`src/rtl/fast2slow_fifo.sv`:
```
// -----------------------------------------------------------------------------
// fast2slow_fifo
//   Rate adapter that runs entirely on the fast clock. It feeds a consumer that
//   only looks at the stream on the slow-domain sample edge
//   (clk_cnt == SAMPLE_EDGE_IDX). A DEPTH-entry FIFO absorbs fast-side bursts.
//   The output register only changes on sample edges.
//   PKT_MODE=0 : cut-through. An empty FIFO lets a beat bypass straight into
//                the output register.
//   PKT_MODE=1 : store-and-forward. Draining starts once a whole packet is
//                buffered, or the FIFO is full (oversized packet). Draining
//                then continues until that packet's tlast leaves.
//
// Ports
//   clk, rst_n           fast clock, async active-low reset
//   clk_cnt              phase of clk within the slow period
//   s_axis_*             fast-side input stream (tready is combinational)
//   m_axis_*             slow-side output stream (registered)
//   m_axis_tready        only meaningful on sample edges
//   fill_level           FIFO entries in use, output register not included
// -----------------------------------------------------------------------------
module fast2slow_fifo #(
  parameter int DWIDTH          = 128,
  parameter int RATIO           = 2,
  parameter int DEPTH           = 4,
  parameter int PKT_MODE        = 0,
  parameter int SAMPLE_EDGE_IDX = RATIO - 1
) (
  input  logic                         clk,
  input  logic                         rst_n,
  input  logic [$clog2(RATIO)-1:0]     clk_cnt,
  input  logic [DWIDTH-1:0]            s_axis_tdata,
  input  logic [DWIDTH/8-1:0]          s_axis_tkeep,
  input  logic                         s_axis_tlast,
  input  logic                         s_axis_tvalid,
  output logic                         s_axis_tready,
  output logic [DWIDTH-1:0]            m_axis_tdata,
  output logic [DWIDTH/8-1:0]          m_axis_tkeep,
  output logic                         m_axis_tlast,
  output logic                         m_axis_tvalid,
  input  logic                         m_axis_tready,
  output logic [$clog2(DEPTH+1)-1:0]   fill_level
);

  localparam int KW = DWIDTH / 8;
  localparam int AW = $clog2(DEPTH);
  localparam int PW = AW + 1;            // extra MSB separates full from empty
  localparam int FW = $clog2(DEPTH + 1);
  localparam int CW = $clog2(RATIO);
  localparam int BW = DWIDTH + KW + 1;   // {tlast, tkeep, tdata}
  localparam logic [CW-1:0] SE_IDX = CW'(SAMPLE_EDGE_IDX);

  logic [BW-1:0]     r_mem [DEPTH];
  logic [PW-1:0]     r_wptr, r_rptr;
  logic [FW-1:0]     r_pkt_cnt;
  logic              r_in_pkt;
  logic              r_rdy;
  logic [DWIDTH-1:0] r_tdata;
  logic [KW-1:0]     r_tkeep;
  logic              r_tlast;
  logic              r_tvalid;

  logic [PW-1:0] w_fill;
  logic [BW-1:0] w_head, w_sbeat;
  logic          w_se, w_ofree, w_full, w_empty, w_rel;
  logic          w_pop, w_byp, w_push, w_head_last, w_push_last, w_pop_last;

  assign w_fill      = r_wptr - r_rptr;
  assign w_full      = (w_fill == PW'(DEPTH));
  assign w_empty     = (r_wptr == r_rptr);
  assign w_se        = (clk_cnt == SE_IDX);
  assign w_ofree     = ~r_tvalid | m_axis_tready;
  assign w_head      = r_mem[r_rptr[AW-1:0]];
  assign w_head_last = w_head[BW-1];
  assign w_sbeat     = {s_axis_tlast, s_axis_tkeep, s_axis_tdata};

  // Store-and-forward holds the FIFO until a packet is complete. Two cases
  // force it to drain anyway: the FIFO is full (a packet larger than DEPTH),
  // or a packet has already started leaving.
  assign w_rel = (PKT_MODE == 0) ? 1'b1
                                 : ((r_pkt_cnt != '0) | w_full | r_in_pkt);

  assign s_axis_tready = ~w_full & r_rdy;

  assign w_pop  = w_se & w_ofree & ~w_empty & w_rel;
  // Bypass only when nothing is queued, so beat order is preserved.
  assign w_byp  = (PKT_MODE == 0) & w_se & w_ofree & w_empty
                  & s_axis_tvalid & s_axis_tready;
  assign w_push = s_axis_tvalid & s_axis_tready & ~w_byp;

  assign w_push_last = w_push & s_axis_tlast;
  assign w_pop_last  = w_pop  & w_head_last;

  always_ff @(posedge clk) begin
    if (w_push) r_mem[r_wptr[AW-1:0]] <= w_sbeat;
  end

  always_ff @(posedge clk or negedge rst_n) begin
    if (!rst_n) begin
      r_wptr    <= '0;
      r_rptr    <= '0;
      r_pkt_cnt <= '0;
      r_in_pkt  <= 1'b0;
      r_rdy     <= 1'b0;
      r_tdata   <= '0;
      r_tkeep   <= '0;
      r_tlast   <= 1'b0;
      r_tvalid  <= 1'b0;
    end else begin
      r_rdy <= 1'b1;
      if (w_push) r_wptr <= r_wptr + PW'(1);

      if (w_pop) begin
        r_rptr                      <= r_rptr + PW'(1);
        {r_tlast, r_tkeep, r_tdata} <= w_head;
        r_tvalid                    <= 1'b1;
        r_in_pkt                    <= ~w_head_last;
      end else if (w_byp) begin
        {r_tlast, r_tkeep, r_tdata} <= w_sbeat;
        r_tvalid                    <= 1'b1;
      end else if (w_se & w_ofree) begin
        r_tvalid <= 1'b0;
      end

      if (w_push_last & ~w_pop_last)      r_pkt_cnt <= r_pkt_cnt + FW'(1);
      else if (~w_push_last & w_pop_last) r_pkt_cnt <= r_pkt_cnt - FW'(1);
    end
  end

  assign m_axis_tdata  = r_tdata;
  assign m_axis_tkeep  = r_tkeep;
  assign m_axis_tlast  = r_tlast;
  assign m_axis_tvalid = r_tvalid;
  assign fill_level    = FW'(w_fill);

endmodule
```
`config.mk`:
```
export PLATFORM = sky130hd
export DESIGN_NAME = fast2slow_fifo
export DESIGN_NICKNAME = d
export VERILOG_FILES = /design/src/rtl/fast2slow_fifo.sv
export SDC_FILE = /design/constraint.sdc
export NUM_CORES = 1
export LEC_CHECK = 0
export CAP_MARGIN = 40
export CORE_MARGIN = 2
export CORE_UTILIZATION = 25
export CTS_CLUSTER_DIAMETER = 150
export DETAILED_ROUTE_END_ITERATION = 7
export SYNTH_ARGS = -nofsm -noshare
export SYNTH_HDL_FRONTEND = slang
export SYNTH_SLANG_ARGS = --single-unit
```
`constraint.sdc`:
```
create_clock -name clk -period 6.3 [get_ports clk]
set_input_delay 1.26 -clock clk [delete_from_list [all_inputs] [get_ports clk]]
set_output_delay 1.26 -clock clk [all_outputs]
set_load 0.01 [all_outputs]
```
==> results of run 1 <==
power by group through the flow:
stage               clock [W]  combinational (W)  sequential (W)
floorplan                   0            0.00349         0.00701
global placement            0            0.00580         0.00694
detailed placement          0            0.00592         0.00697
CTS                   0.00476            0.00596         0.00689
global route          0.00494            0.00627         0.00699
finish                0.00461            0.00583         0.00687
layer usage:
layer	track usage	wire length, um
met5	0	160
met4	0.0350	1300
met3	0.0392	6050
met2	0.189	32200
met1	0.162	30400
placed cells by master, fill, tap and decap left out, types with 2 or more instances in the layout:
master / count
clkbuf_16: 83
buf_4: 19
clkinvlp_4: 4
dfrtp_1: 151
ha_1: 7
mux4_2: 145
clkbuf_8: 7
clkdlybuf4s50_1: 298
dfrtp_4: 2
inv_6: 5
buf_12: 10
xor2_1: 2
edfxtp_1: 580
bufinv_16: 3
clkinv_2: 16
and3_4: 4
clkinv_8: 4
a2bb2oi_2: 50
clkbuf_1: 20
a2bb2oi_1: 95
buf_16: 4
o22ai_1: 145
clkinv_4: 2
nand2_1: 4
xnor2_1: 3
clkinv_1: 7
and2_1: 3
inv_1: 7
how the worst max path moves through the flow:
stage / start / endpoint / cells past startpoint
4_1_cts: r_rptr[0] / s_axis_tready / 6
5_1_grt: r_rptr[0] / s_axis_tready / 6
2_1_floorplan: r_rptr[1] / r_mem[3][0] / 7
6_report: r_rptr[0] / s_axis_tready / 6
3_5_place_dp: r_rptr[0] / s_axis_tready / 6
3_3_place_gp: r_rptr[0] / s_axis_tready / 6
cell type report:
| cell class | count | area (um^2) |
|---|---|---|
| Clock buffer | 110 | 2250 |
| Clock inverter | 42 | 364 |
| Fill cell | 10600 | 75300 |
| Inverter | 7 | 26.3 |
| Multi-Input combinational cell | 474 | 6130 |
| Sequential cell | 733 | 21300 |
| Tap cell | 1488 | 1860 |
| Timing Repair Buffer | 332 | 3450 |
sequential cells by signal, summed over array words and instances (netlist names):
register and flops:
r_mem 580, m_axis_tdata 128, m_axis_tkeep 16, r_rptr 3, r_wptr 3, m_axis_tlast 1
m_axis_tvalid 1, r_rdy 1
through the flow:
stage,instance area [um^2],utilization
floorplan,27900,-
global route,35300,0.319
global placement,32500,0.294
CTS,35300,0.319
finish,35300,0.319
detailed placement,32700,0.296
worst max-delay path, delay by kind of cell, from the launching register on:
family | cells | cell delay, ns
DFF | 1 | 0.75
buffers and inverters | 1 | 0.62
adders and majority gates | 2 | 0.75
and+or+nand+nor | 2 | 0.52
xor gates and xnor gates | 1 | 0.25
kinds of logic after synthesis:
family                   synth area share
adder cells (fa/ha/maj)           0.00386
other                            0.000134
AO/OA/AOI/OAI                      0.0908
multiplexers                        0.118
XOR/XNOR                          0.00242
AND/OR/NAND/NOR                   0.00354
flip-flops                          0.762
buffers and inverters              0.0199
==> summary.md, run 1 <==
| Metric | Value |
|---|---|
| Tot Pwr | 0.0173 W |
| PortBufs | 299 |
| Vias in the first global route | 15700 |
| Hold WS | 0.526 ns |
| Post-Syn Area per Cell | 21.3 um^2 |
| 1st-iter DRT viols | 1162 |
| Largest net degree at the start of global routing | 147 |
| 1st-pass router iterations | 5 |
| Clk network pwr share | 0.266 |
| Chip height | 338 um |
| Switching share of power | 0.311 |
| Nets | 1788 |
| # Post-CTS Setup Buffers | 0 |
| Worst Clk Skew | 0.0261 ns |
| Arrival time worst endpoint | 3.51 ns |
| Crit end category | output pin |
| Die X | 338 um |
| Reg power frac | 0.397 |
| Mapped Cells | 1310 |
| Clk buf depth | 3 |
| Setup TNS | 0 ns |
| Final ANT Viol Nets | 0 |
| CP max stage cell | dfrtp_4 |
| Clock transition at path regs | 0.06 ns |
| TritonCTS clock tree | yes |
| Ant diodes | 0 |
| Final Wtd Congestion | 0.706 |
| Hold EP | m_axis_tdata[27] |
| Hold Path Origin | m_axis_tdata[27] |
| Placement Setup Slack | 2.10 ns |
| Worst Hold Depth | 1 |
| Tcrit/Tclk final | 0.757 |
| Global route overflow | 0 |
| Core Box Area | 111000 um^2 |
| Die area | 114000 um^2 |
| Fmax | 210 MHz |
| Number of synthesized flops with an enable pin | 580 |
| R2r setup slk | 2.55 ns |
| Area contributors post-synth | edfxtp_1, dfrtp_1, mux4_2 |
| Final Hold Viols | 0 |
| Placed insts | 3034 |
| Actual slew at the worst max-slew pin | 0.966 ns |
| Worst rel slew slack | 0.356 |
| Via count | 14700 |
| Initial antenna violation count | 12 |
| Initial Utilization | 0.252 |
| TritonCTS buffer count | 82 |
| Max_cap viols | 0 |
| Peak per-stage delay on the critical path | 0.75 ns |
| Area grow syn2layout | 26.7% |
| RSZ-0062 raised after global routing | false |
| CP cell instances | ha_1 -> fa_1 -> xor3_1 -> nand3_2 -> and2_1 -> clkdlybuf4s50_1 |
| Worst Path Class, Setup | flip-flop to output pin |
| Top-count cell post-synth | edfxtp_1 |
| Status | complete, no violations |
| Combinational power share | 0.337 |
| Cts-stage hold buffer count | 0 |
| Slew Limit Fails | 0 |
| Clock Latency Late Sink | 0.64 ns |
| I/O pin cnt | 300 |
| Internal power | 0.0119 W |
| Final worst slack | 1.53 ns |
| Reg2Reg Depth | 5 |
| Worst R2R End | r_mem[0][128] |
| Layout cells sized above 1 | 0.214 |
| Power density cells | 490 nW/um^2 |
| Peak supply drop | 0.262 mV |
| Via density | 4.63 |
| Post-synth top area cell | edfxtp_1 |
| Leakage power | 11.5 nW |
| Critical path peak fanout | 37 |
| DR WL/cell | 22.0 um |
| Sequential area share after synthesis | 0.762 |
| Endpoints failing setup | 0 |
| Gr usage total | 0.121 |
| WP data required | 5.04 ns |
| CTS Root Cell | clkbuf_16 |
| P_sw | 0.00538 W |
| Synthesized flop and latch total | 733 |
| Ys async rst share | 0.209 |
| Yosys cell types | 34 |
| Crit path time final | 4.77 ns |
| Top cells by count, synth | edfxtp_1, dfrtp_1, mux4_2, o22ai_1, a2bb2oi_1 |
| Ys Warns | 0 |
| Post-cts sizing count | 0 |
| Detailed-placement wirelength estimate | 40600 um |
| First-pass GRT wire length | 103000 um |
| RR Startpoint | r_rptr[0] |
| Non-Filler Instances | 3186 |
| Main synth FF type | edfxtp_1 |
| Worst hold path type | flip-flop to flip-flop |
| Drt total wl | 70100 um |
| Cell area after synthesis | 27900 um^2 |
| # rows | 122 |
| Clk sink count | 733 |
| Post-synth top area share | 0.625 |
| Post-route DRC | 0 |
| H-tree Lvls | 3 |
| Crit start category | flip-flop |
| Synth Net Count | 1468 |
Note: power is estimated with default switching activity, not from simulation.
==> run 2, diff against run 1 <==
- clock period: 6.3 -> 4 ns (I/O delays scaled with it)
==> run 2 against run 1 <==
Critical path depth rose by 1. Global-route usage grew 0.077 points. Die area unchanged. Sequential share of layout area down 0.50 points. Power up 61%. Clock skew grew 0.0047 ns. Non-clock buffer count is 1 lower. Worst hold slack worse by 0.42 ns. Clock power grew 71%. Sequential power increased by 56%. Setup slack lost 1.2 ns. Utilization up 0.27 points.
==> summary.md, run 2 (synthesis results as in run 1) <==
| Metric | Value |
|---|---|
| Status | complete, no violations |
| Worst Path Class, Setup | flip-flop to output pin |
| TritonCTS clock tree | yes |
| CP Depth | 7 (+1) |
| Crit start category | flip-flop |
| WP data required | 3.20 ns (-1.84 ns) |
| Initial antenna violation count | 13 (+1) |
| Nets | 1787 (-0.056%) |
| Worst rel slew slack | 0.382 (+0.0257) |
| Endpoints failing setup | 0 (unchanged) |
| Via count | 14700 (-0.24%) |
| Initial Utilization | 0.252 (unchanged) |
| Leakage power | 11.6 nW (+1.1%) |
| # Post-CTS Setup Buffers | 0 (unchanged) |
| Chip height | 338 um (unchanged) |
| TritonCTS buffer count | 82 (unchanged) |
| Power density cells | 784 nW/um^2 (+60%) |
| 1st-pass router iterations | 5 (unchanged) |
| # rows | 122 (unchanged) |
| I/O pin cnt | 300 (unchanged) |
| Non-Filler Instances | 3187 (+0.031%) |
| Ant diodes | 0 (unchanged) |
| Tcrit/Tclk final | 0.921 |
| Layout cells sized above 1 | 0.217 (+0.00282) |
| Crit path time final | 3.68 ns |
| First-pass GRT wire length | 104000 um (+0.62%) |
| Die area | 114000 um^2 (unchanged) |
| Peak supply drop | 0.530 mV (+100%) |
| Commonest cells after routing, fill and taps aside | edfxtp_1, clkdlybuf4s50_1, dfrtp_1 |
| Arrival time worst endpoint | 2.88 ns (-0.63 ns) |
| Slew Limit Fails | 0 (unchanged) |
| Die X | 338 um (unchanged) |
| Max_cap viols | 0 (unchanged) |
| Area grow syn2layout | 27.8% |
| Cts-stage hold buffer count | 0 (unchanged) |
| Detailed-placement wirelength estimate | 40600 um (about the same) |
| H-tree Lvls | 3 (unchanged) |
| Post-route DRC | 0 (unchanged) |
| Placed insts | 3033 (-0.033%) |
| CP cell instances | inv_1 -> ha_1 -> fa_1 -> xor3_1 -> nand3_2 -> and2_1 -> clkdlybuf4s50_1 |
| Clock Latency Late Sink | 0.66 ns (+0.02 ns) |
| Core Util, Final | 0.322 (+0.00266) |
| RSZ-0062 raised after global routing | false |
| Actual slew at the worst max-slew pin | 0.928 ns (-0.0386 ns) |
| Via density | 4.62 (-0.28%) |
| Global route overflow | 0 (unchanged) |
| PortBufs | 299 (unchanged) |
| Final Wtd Congestion | 0.725 (+2.7%) |
| Clk sink count | 733 (unchanged) |
| Reg2Reg Depth | 6 (+1) |
| CTS Root Cell | clkbuf_16 |
| 1st-iter DRT viols | 1042 (-10%) |
| Drt total wl | 70800 um (+0.93%) |
| Max reg flops | 580 (unchanged) |
| Vias in the first global route | 15600 (-0.46%) |
| Peak per-stage delay on the critical path | 0.47 ns (-0.28 ns) |
| Post-cts sizing count | 0 (unchanged) |
| Fmax | 272 MHz |
| Gr usage total | 0.122 (+0.000771) |
| Hold WS | 0.111 ns (-0.416 ns) |
| Crit path max-delay family | adder cells |
| Crit end category | output pin |
| Clk buf depth | 3 (unchanged) |
| Final ANT Viol Nets | 0 (unchanged) |
| DR WL/cell | 22.2 um (+0.90%) |
| # fillers | 10500 (-0.15%) |
| Final Hold Viols | 0 (unchanged) |
| Commonest non-fill, non-tap cell in the layout | edfxtp_1 |
| Critical path peak fanout | 6 (-84%) |
| WP buf/inv | 2 (+1) |
| Largest net degree at the start of global routing | 127 (-14%) |
| Core Box Area | 111000 um^2 (unchanged) |
| CP max stage cell | clkdlybuf4s50_1 |
| Worst hold path type | input pin to async pin |
| Worst Clk Skew | 0.0308 ns (+0.00469 ns) |
| Clock transition at path regs | 0.06 ns (about the same) |
run 2: cell types whose count changed in the layout (fill, tap and decap cells not counted), sizes merged:
cell and change:
clkbuf -10, buf -2, bufinv +9, clkinvlp -1, inv +2, clkinv +3
run 2: layout make-up:
| cell class | instances | area, um^2 | area share |
|---|---|---|---|
| sequential | 733 | 21300 | 0.597 |
| multi-input combinational | 474 | 6130 | 0.172 |
| clock inverter | 55 | 704 | 0.0198 |
| clock buffer | 99 | 2170 | 0.0608 |
| timing repair buffer | 331 | 3480 | 0.0977 |
| inverter | 7 | 26.3 | 0.000738 |
| tap | 1488 | 1860 | 0.0523 |
run 2: final timing paths:
path                       slack [ns]               end  startpoint
setup reg to reg                 1.10      r_mem[1][13]   r_wptr[0]
max in group asynchronous        3.06   m_axis_tdata[6]       rst_n
setup / recovery                 0.32     s_axis_tready   r_wptr[0]
min in group clk                 0.52         r_wptr[2]   r_wptr[2]
hold / removal                   0.11  m_axis_tdata[69]       rst_n
hold reg to reg                  0.52         r_wptr[2]   r_wptr[2]
run 2: report_power, final:
group          switching, W  internal, W  total, W
clock               0.00316      0.00471   0.00787
sequential         0.000759      0.00991    0.0107
combinational       0.00469      0.00469   0.00939
total               0.00861       0.0193    0.0279
run 2: layer usage:
metal	global-route usage	share of wire	vias to the layer above	wire (um)
met2	0.179	0.44	496	30800
met5	0	0.0024	-	169
li1	-	-	6225	-
met1	0.174	0.46	7855	32800
met4	0.0293	0.016	24	1110
met3	0.0398	0.084	111	5920
run 2: per-stage QoR:
step	TNS, ns	area (um^2)	worst slack, ns	total power (W)
4_1_cts	0	35600	0.252	0.0284
3_5_place_dp	0	32800	0.759	0.0203
2_1_floorplan	-13.62	27900	-0.0353	0.0165
3_3_place_gp	0	32700	0.795	0.0202
5_1_grt	0	35600	0.162	0.0293
6_report	0	35600	0.317	0.0279
